**src/rtl/pipe_stage_reg_pkg.sv**
```systemverilog
// Shared types for the pipeline-boundary register.
// State encodings and the occupancy decode for pipe_stage_reg.
package pipe_stage_reg_pkg;

    typedef enum logic [1:0] {
        PS_EMPTY = 2'd0,
        PS_FULL  = 2'd1,
        PS_SKID  = 2'd2
    } ps_state_t;

    function automatic logic [1:0] occ_of(input ps_state_t s);
        logic [1:0] n;
        n = 2'd0;
        unique case (s)
            PS_EMPTY: n = 2'd0;
            PS_FULL:  n = 2'd1;
            PS_SKID:  n = 2'd2;
            default:  n = 2'd0;
        endcase
        return n;
    endfunction

endpackage

```
**src/rtl/pipe_stage_reg_entry.sv**
```systemverilog
// pipe_entry: one {valid, data, pc, delay} slot.
// Ports: clk, resetn, load, clear, in_* (payload), valid/data/pc/delay (held slot).
import pipe_stage_reg_pkg::*;

module pipe_entry #(
    parameter int DATA_W = 64,
    parameter int PC_W   = 32
) (
    input  logic              clk,
    input  logic              resetn,
    input  logic              load,
    input  logic              clear,
    input  logic [DATA_W-1:0] in_data,
    input  logic [PC_W-1:0]   in_pc,
    input  logic              in_delay,
    output logic              valid,
    output logic [DATA_W-1:0] data,
    output logic [PC_W-1:0]   pc,
    output logic              delay
);

    // Clear wins over load so a flush always leaves a zeroed bubble.
    always_ff @(posedge clk or negedge resetn) begin
        if (!resetn) begin
            valid <= 1'b0;
            data  <= '0;
            pc    <= '0;
            delay <= 1'b0;
        end else if (clear) begin
            valid <= 1'b0;
            data  <= '0;
            pc    <= '0;
            delay <= 1'b0;
        end else if (load) begin
            valid <= 1'b1;
            data  <= in_data;
            pc    <= in_pc;
            delay <= in_delay;
        end
    end

endmodule

```
**src/rtl/pipe_stage_reg.sv**
```systemverilog
// pipe_stage_reg: valid/ready pipeline register with flush and back-pressure counter.
// Ports: clk, resetn, flush, in_* (upstream), out_* (downstream), occupancy, bp_cnt.
// Define PIPE_SKID_EN for a registered in_ready and a second (skid) slot.
import pipe_stage_reg_pkg::*;

module pipe_stage_reg #(
    parameter int DATA_W = 64,
    parameter int PC_W   = 32,
    parameter int CNT_W  = 16
) (
    input  logic              clk,
    input  logic              resetn,
    input  logic              flush,
    input  logic              in_valid,
    output logic              in_ready,
    input  logic [DATA_W-1:0] in_data,
    input  logic [PC_W-1:0]   in_pc,
    input  logic              in_delay,
    output logic              out_valid,
    input  logic              out_ready,
    output logic [DATA_W-1:0] out_data,
    output logic [PC_W-1:0]   out_pc,
    output logic              out_delay,
    output logic [1:0]        occupancy,
    output logic [CNT_W-1:0]  bp_cnt
);

    ps_state_t state;
    ps_state_t state_nxt;

    logic accept;
    logic consume;
    logic head_load;
    logic head_clear;

    logic [DATA_W-1:0] head_src_data;
    logic [PC_W-1:0]   head_src_pc;
    logic              head_src_delay;

    assign accept  = in_valid && in_ready;
    assign consume = out_valid && out_ready;

`ifdef PIPE_SKID_EN
    logic              ready_q;
    logic              skid_load;
    logic              skid_clear;
    logic              skid_valid;
    logic [DATA_W-1:0] skid_data;
    logic [PC_W-1:0]   skid_pc;
    logic              skid_delay;

    assign in_ready = ready_q;

    // In SKID the head refills from the skid slot, never from upstream.
    assign head_src_data  = (state == PS_SKID) ? skid_data  : in_data;
    assign head_src_pc    = (state == PS_SKID) ? skid_pc    : in_pc;
    assign head_src_delay = (state == PS_SKID) ? skid_delay : in_delay;

    assign head_load = !flush && ((state == PS_SKID) ? consume
                     : (accept && (!out_valid || consume)));

    // Entry arriving while the head is stuck parks in the skid slot.
    assign skid_load  = !flush && accept && out_valid && !consume;
    assign skid_clear = flush || ((state == PS_SKID) && consume);

    pipe_entry #(.DATA_W(DATA_W), .PC_W(PC_W)) u_skid (
        .clk      (clk),
        .resetn   (resetn),
        .load     (skid_load),
        .clear    (skid_clear),
        .in_data  (in_data),
        .in_pc    (in_pc),
        .in_delay (in_delay),
        .valid    (skid_valid),
        .data     (skid_data),
        .pc       (skid_pc),
        .delay    (skid_delay)
    );
`else
    assign in_ready       = !out_valid || out_ready;
    assign head_src_data  = in_data;
    assign head_src_pc    = in_pc;
    assign head_src_delay = in_delay;
    assign head_load      = !flush && accept;
`endif

    // Head empties with no replacement: zero it so bubbles trace as pc=0.
    assign head_clear = flush || (consume && !head_load);

    pipe_entry #(.DATA_W(DATA_W), .PC_W(PC_W)) u_head (
        .clk      (clk),
        .resetn   (resetn),
        .load     (head_load),
        .clear    (head_clear),
        .in_data  (head_src_data),
        .in_pc    (head_src_pc),
        .in_delay (head_src_delay),
        .valid    (out_valid),
        .data     (out_data),
        .pc       (out_pc),
        .delay    (out_delay)
    );

    always_comb begin
        state_nxt = state;
        if (flush) begin
            state_nxt = PS_EMPTY;
        end else begin
            unique case (state)
                PS_EMPTY: if (accept) state_nxt = PS_FULL;
                PS_FULL: begin
`ifdef PIPE_SKID_EN
                    if (accept && !consume) state_nxt = PS_SKID;
                    else if (consume && !accept) state_nxt = PS_EMPTY;
`else
                    if (consume && !accept) state_nxt = PS_EMPTY;
`endif
                end
`ifdef PIPE_SKID_EN
                PS_SKID: if (consume) state_nxt = PS_FULL;
`endif
                default: state_nxt = PS_EMPTY;
            endcase
        end
    end

    always_ff @(posedge clk or negedge resetn) begin
        if (!resetn) begin
            state   <= PS_EMPTY;
`ifdef PIPE_SKID_EN
            ready_q <= 1'b1;
`endif
        end else begin
            state   <= state_nxt;
`ifdef PIPE_SKID_EN
            ready_q <= (state_nxt != PS_SKID);
`endif
        end
    end

    assign occupancy = occ_of(state);

    // Counts stalled cycles regardless of flush; only reset clears it.
    always_ff @(posedge clk or negedge resetn) begin
        if (!resetn) begin
            bp_cnt <= '0;
        end else if (out_valid && !out_ready && (bp_cnt != '1)) begin
            bp_cnt <= bp_cnt + CNT_W'(1);
        end
    end

endmodule

```
**config.mk**
```make
export PLATFORM = sky130hd
export DESIGN_NAME = pipe_stage_reg
export DESIGN_NICKNAME = d
export VERILOG_FILES = /design/src/rtl/pipe_stage_reg_pkg.sv /design/src/rtl/pipe_stage_reg_entry.sv /design/src/rtl/pipe_stage_reg.sv
export SDC_FILE = /design/constraint.sdc
export NUM_CORES = 1
export LEC_CHECK = 0
export ABC_AREA = 1
export CAP_MARGIN = 20
export CORE_AREA = 2 2 118 120
export CTS_BUF_LIST = sky130_fd_sc_hd__clkbuf_2 sky130_fd_sc_hd__clkbuf_4 sky130_fd_sc_hd__clkbuf_8
export CTS_CLUSTER_DIAMETER = 200
export DETAILED_ROUTE_END_ITERATION = 6
export DIE_AREA = 0 0 120 122
export PLACE_DENSITY = 0.74
export SLEW_MARGIN = 20
export SYNTH_ARGS = -nofsm -noshare
export SYNTH_HDL_FRONTEND = slang
export SYNTH_SLANG_ARGS = --single-unit
```
**constraint.sdc**
```tcl
create_clock -name clk -period 1.4 [get_ports clk]
set_input_delay 0.14 -clock clk [delete_from_list [all_inputs] [get_ports clk]]
set_output_delay 0.14 -clock clk [all_outputs]
set_load 0.05 [all_outputs]
```
==> impl_metrics.prom <==
# TYPE chip_impl_metric gauge
chip_impl_info{name="outcome",value="finished with violations"} 1
chip_impl_info{name="violated_checks",value="setup timing"} 1
chip_impl_metric{name="power.sequential.fraction",unit="%"} 37.9
chip_impl_metric{name="yosysSeqAreaShare",unit="%"} 55.30
chip_impl_metric{name="critical_path_buf_inv_count",unit=""} 6
chip_impl_info{name="end_kind",value="flip-flop"} 1
chip_impl_metric{name="final.setup_skew",unit="ps"} 11.73
chip_impl_info{name="ys_top_cells_by_count",value="dfrtp_1 (115), inv_1 (107), nand4_1 (102)"} 1
chip_impl_metric{name="synth_simple_gate_area_share",unit="%"} 20.85
chip_impl_metric{name="multi_input_comb_area",unit="mm²"} 0.001787
chip_impl_metric{name="crit_path_max_fanout",unit=""} 6
chip_impl_metric{name="synth.mux.area_fraction",unit="%"} 0
chip_impl_metric{name="die_w",unit="µm"} 120
chip_impl_metric{name="worst_ep_required_time",unit="ps"} 1780
chip_impl_info{name="path_cells",value="inv_2, nor2_4, clkinv_4, buf_4, nand3_4, buf_12, buf_8, clkbuf_16, o21ai_2"} 1
chip_impl_metric{name="mean_area_per_synthesized_cell",unit="µm²"} 8.941
chip_impl_metric{name="die_h",unit="µm"} 122
chip_impl_info{name="critical_path.reg2reg.startpoint",value="u_head.valid"} 1
chip_impl_metric{name="start_util",unit="%"} 38.53
chip_impl_metric{name="setup_ws",unit="ps"} -45.57
chip_impl_metric{name="routed_wl",unit="µm"} 16900
chip_impl_metric{name="cts_max_level",unit=""} 4
chip_impl_metric{name="power.switching",unit="W"} 0.003554
chip_impl_metric{name="core_area",unit="mm²"} 0.01350
chip_impl_info{name="slowest_stage",value="dfrtp_2"} 1
chip_impl_metric{name="io_pins",unit=""} 219
chip_impl_metric{name="synth_compound_area_share",unit="%"} 9.882
chip_impl_metric{name="diodes",unit=""} 0
chip_impl_metric{name="final_net_count",unit=""} 945
chip_impl_metric{name="vdd_ir_drop_max",unit="µV"} 745.0
chip_impl_metric{name="hpwlAfterDp",unit="µm"} 10870
chip_impl_metric{name="grt_start_max_net_pins",unit=""} 85
chip_impl_metric{name="filler_cell_count",unit=""} 1058
chip_impl_metric{name="synth_nets",unit=""} 685
chip_impl_metric{name="synth.ff_latch_count",unit=""} 115
chip_impl_info{name="cts_root_buf",value="clkbuf_8"} 1
chip_impl_metric{name="number_of_vias_after_detailed_routing",unit=""} 5280
chip_impl_metric{name="detailedRoute.firstIterationViolations",unit=""} 436
chip_impl_metric{name="avgRoutedWirePerCell",unit="µm"} 16.33
chip_impl_metric{name="min_period_over_period",unit="%"} 103.3
chip_impl_metric{name="static-leakage-power",unit="nW"} 4.387
chip_impl_metric{name="source_to_sink_clock_delay_at_the_later_pin_of_the_worst_skew_pair",unit="ps"} 450
chip_impl_info{name="cts_tree",value="built"} 1
chip_impl_metric{name="grt_pass1_wl",unit="µm"} 24150
chip_impl_metric{name="grt.overflow.total",unit=""} 0
chip_impl_metric{name="tritoncts.num_buffers",unit=""} 17
chip_impl_metric{name="sw_frac_of_total",unit="%"} 34.95
chip_impl_metric{name="areaGrowthSynthToFinish",unit="%"} 73.00
chip_impl_metric{name="report.power.total",unit="W"} 0.01017
chip_impl_metric{name="antenna_found_initial",unit=""} 0
chip_impl_metric{name="clock_power_share",unit="%"} 30.7
chip_impl_info{name="startpoint_type",value="flip-flop"} 1
chip_impl_metric{name="r2r.worst_path.cells",unit=""} 9
chip_impl_metric{name="router_iterations_before_antenna_repair",unit=""} 4
chip_impl_metric{name="netlist_area",unit="mm²"} 0.005204
chip_impl_info{name="setup.worst_path.end",value="u_head.data[34]"} 1
chip_impl_metric{name="finalHoldViolations",unit=""} 0
chip_impl_metric{name="netlist.area_leader.share",unit="%"} 55.30
chip_impl_info{name="timing.critical_path.from",value="u_head.valid"} 1
chip_impl_metric{name="fraction_of_final_layout_cells_sized_beyond_drive_strength_1",unit="%"} 31.81
chip_impl_metric{name="final-max-slew-violation-count",unit=""} 0
chip_impl_metric{name="netlist-cell-type-count",unit=""} 29
chip_impl_metric{name="critical_path_cell_count",unit=""} 9
chip_impl_info{name="hp-class",value="input pin to asynchronous set/reset pin"} 1
chip_impl_metric{name="floorplan.rows",unit=""} 43
chip_impl_metric{name="cp_data_arrival_time",unit="ps"} 1830
chip_impl_metric{name="gr_util_all_layers",unit="%"} 20.87
chip_impl_metric{name="cap_viol_max_count",unit=""} 0
chip_impl_metric{name="cts_sinks",unit=""} 115
chip_impl_metric{name="clk_pin_slew_worst_paths",unit="ps"} 80
chip_impl_metric{name="timing.final.crit_period",unit="ps"} 1446
chip_impl_metric{name="die_area",unit="mm²"} 0.01464
chip_impl_metric{name="async_reset_ff_share",unit="%"} 100.0
chip_impl_metric{name="max_freq",unit="MHz"} 691.8
chip_impl_metric{name="finalWeightedCongestion",unit=""} 0.8585
chip_impl_info{name="ys_dominant_reg_cell",value="dfrtp_1"} 1
chip_impl_metric{name="post_synth_xor_area_fraction",unit="%"} 1.010
chip_impl_metric{name="synth-edff-count",unit=""} 0
chip_impl_metric{name="cts.path.max_buffers",unit=""} 2
chip_impl_metric{name="setup_viol_count_final",unit=""} 33
chip_impl_info{name="post-synth-top-count-cell",value="dfrtp_1"} 1
chip_impl_info{name="synth_top_family_by_area",value="simple AND/OR/NAND/NOR gates"} 1
chip_impl_metric{name="detail_route.drc_violations",unit=""} 0
chip_impl_metric{name="io_buffers",unit=""} 217
chip_impl_info{name="synthTopCellsByArea",value="dfrtp_1 (55%), nand4_1 (12%), inv_1 (7.7%), o21ai_0 (6.5%), nand2_1 (4.9%)"} 1
chip_impl_metric{name="setup_total_negative_slack",unit="ps"} -542.1
chip_impl_metric{name="register_area",unit="mm²"} 0.002899
chip_impl_metric{name="r2r_setup_slack",unit="ps"} -50
chip_impl_metric{name="detail_route.vias_per_cell",unit=""} 5.101
chip_impl_info{name="regToRegEndpoint",value="u_head.data[34]"} 1
chip_impl_info{name="crit_family",value="buffers and inverters"} 1
chip_impl_metric{name="internal_power",unit="W"} 0.006615
chip_impl_metric{name="syn_inst",unit=""} 582
chip_impl_metric{name="synth_fa_ha_area_share",unit="%"} 0.2404
chip_impl_info{name="crit_type",value="flip-flop to flip-flop"} 1
chip_impl_info{name="rsz0062_at_grt",value="yes"} 1
chip_impl_metric{name="slowest_delay",unit="ps"} 410
chip_impl_metric{name="ant_nets",unit=""} 0
chip_impl_metric{name="comb_power_share",unit="%"} 31.3
chip_impl_metric{name="grt_pass1_vias",unit=""} 4966
chip_impl_metric{name="ys_warn_count",unit=""} 0
chip_impl_metric{name="power_density",unit="mW/mm²"} 1130
chip_impl_info{name="synth_area_leader_cell",value="dfrtp_1"} 1
## metrics by stage
stage                     worst slack, ps  instance area, µm²  util (%)  hold WS (ps)  instances
after floorplan                    -71.67                5256         -        -155.6        582
after global placement             -126.5                8009     59.31         34.97        977
after detailed placement           -174.0                8009     59.31         40.36        977
after CTS                          -65.06                8457     62.62         81.58       1013
after global routing               -114.4                9002     66.66         101.7       1035
final                              -45.57                9002     66.66         112.5       1035
## cells by family after synthesis
group | Yosys count
flip-flops | 115
AO/OA/AOI/OAI | 102
AND/OR/NAND/NOR | 202
buffers and inverters | 155
XOR/XNOR | 6
adder cells (fa/ha/maj) | 1
other | 1
## cell usage in the layout, fill, tap and decap left out, types with 17 or more instances in the layout
cell,instances
buf_4,111
inv_1,107
nand4_1,102
clkdlybuf4s50_1,100
dfrtp_1,98
o21ai_1,75
nand2_1,66
buf_12,47
o21ai_2,19
clkbuf_8,18
dfrtp_2,17
## how the worst min path moves through the flow
stage,from,to,slack [ps],cells after the start
3_5_place_dp,resetn,u_head.data[8],40,1
6_report,resetn,u_head.data[25],110,2
5_1_grt,resetn,u_head.data[25],100,2
2_1_floorplan,resetn,bp_cnt[0],-160,0
4_1_cts,resetn,u_head.data[25],80,2
3_3_place_gp,resetn,u_head.data[8],30,1
## repair_timing
item / 4_1_cts / 5_1_grt
pin swaps: 5 / 4
resized for setup: 5 / 88
hold buffers: 1 / 0
setup endpoints to repair: 3 / 110
buffers inserted: 3 / 5
gates cloned: 0 / 17
hold endpoints to repair: 115 / 0
## routing by layer
layer	vias up	wire length [µm]	global-route usage [%]	share of wire, %
met2	220	8766	35.40	52
met4	0	315	8.897	1.9
met5	-	0	0	0
met1	2564	6697	24.78	40
li1	2470	-	-	-
met3	26	1123	6.039	6.6
## power groups by stage
stage / clock network (W) / logic [W] / registers [W]
6_report: 0.00313 / 0.00318 / 0.00386
3_3_place_gp: 0 / 0.00290 / 0.00390
5_1_grt: 0.00336 / 0.00334 / 0.00388
2_1_floorplan: 0 / 0.000556 / 0.00483
3_5_place_dp: 0 / 0.00294 / 0.00391
4_1_cts: 0.00319 / 0.00296 / 0.00385
## registers in the layout, summed over array words and instances, names as in the netlist
| signal | flops |
|---|---|
| u_head.pc | 32 |
| u_head.delay | 1 |
| u_head.data | 64 |
| u_head.valid | 1 |
| state | 1 |
| bp_cnt | 16 |
## cell type report
| class | instances | share of cell area, % |
|---|---|---|
| repair buffers | 284 | 36.19 |
| multi-input cells | 312 | 19.85 |
| inverters | 112 | 4.767 |
| well taps | 180 | 2.502 |
| clock inverters | 14 | 1.737 |
| clock buffers | 18 | 2.752 |
| flip-flops and latches | 115 | 32.20 |
(Power assumes the default switching activity.)
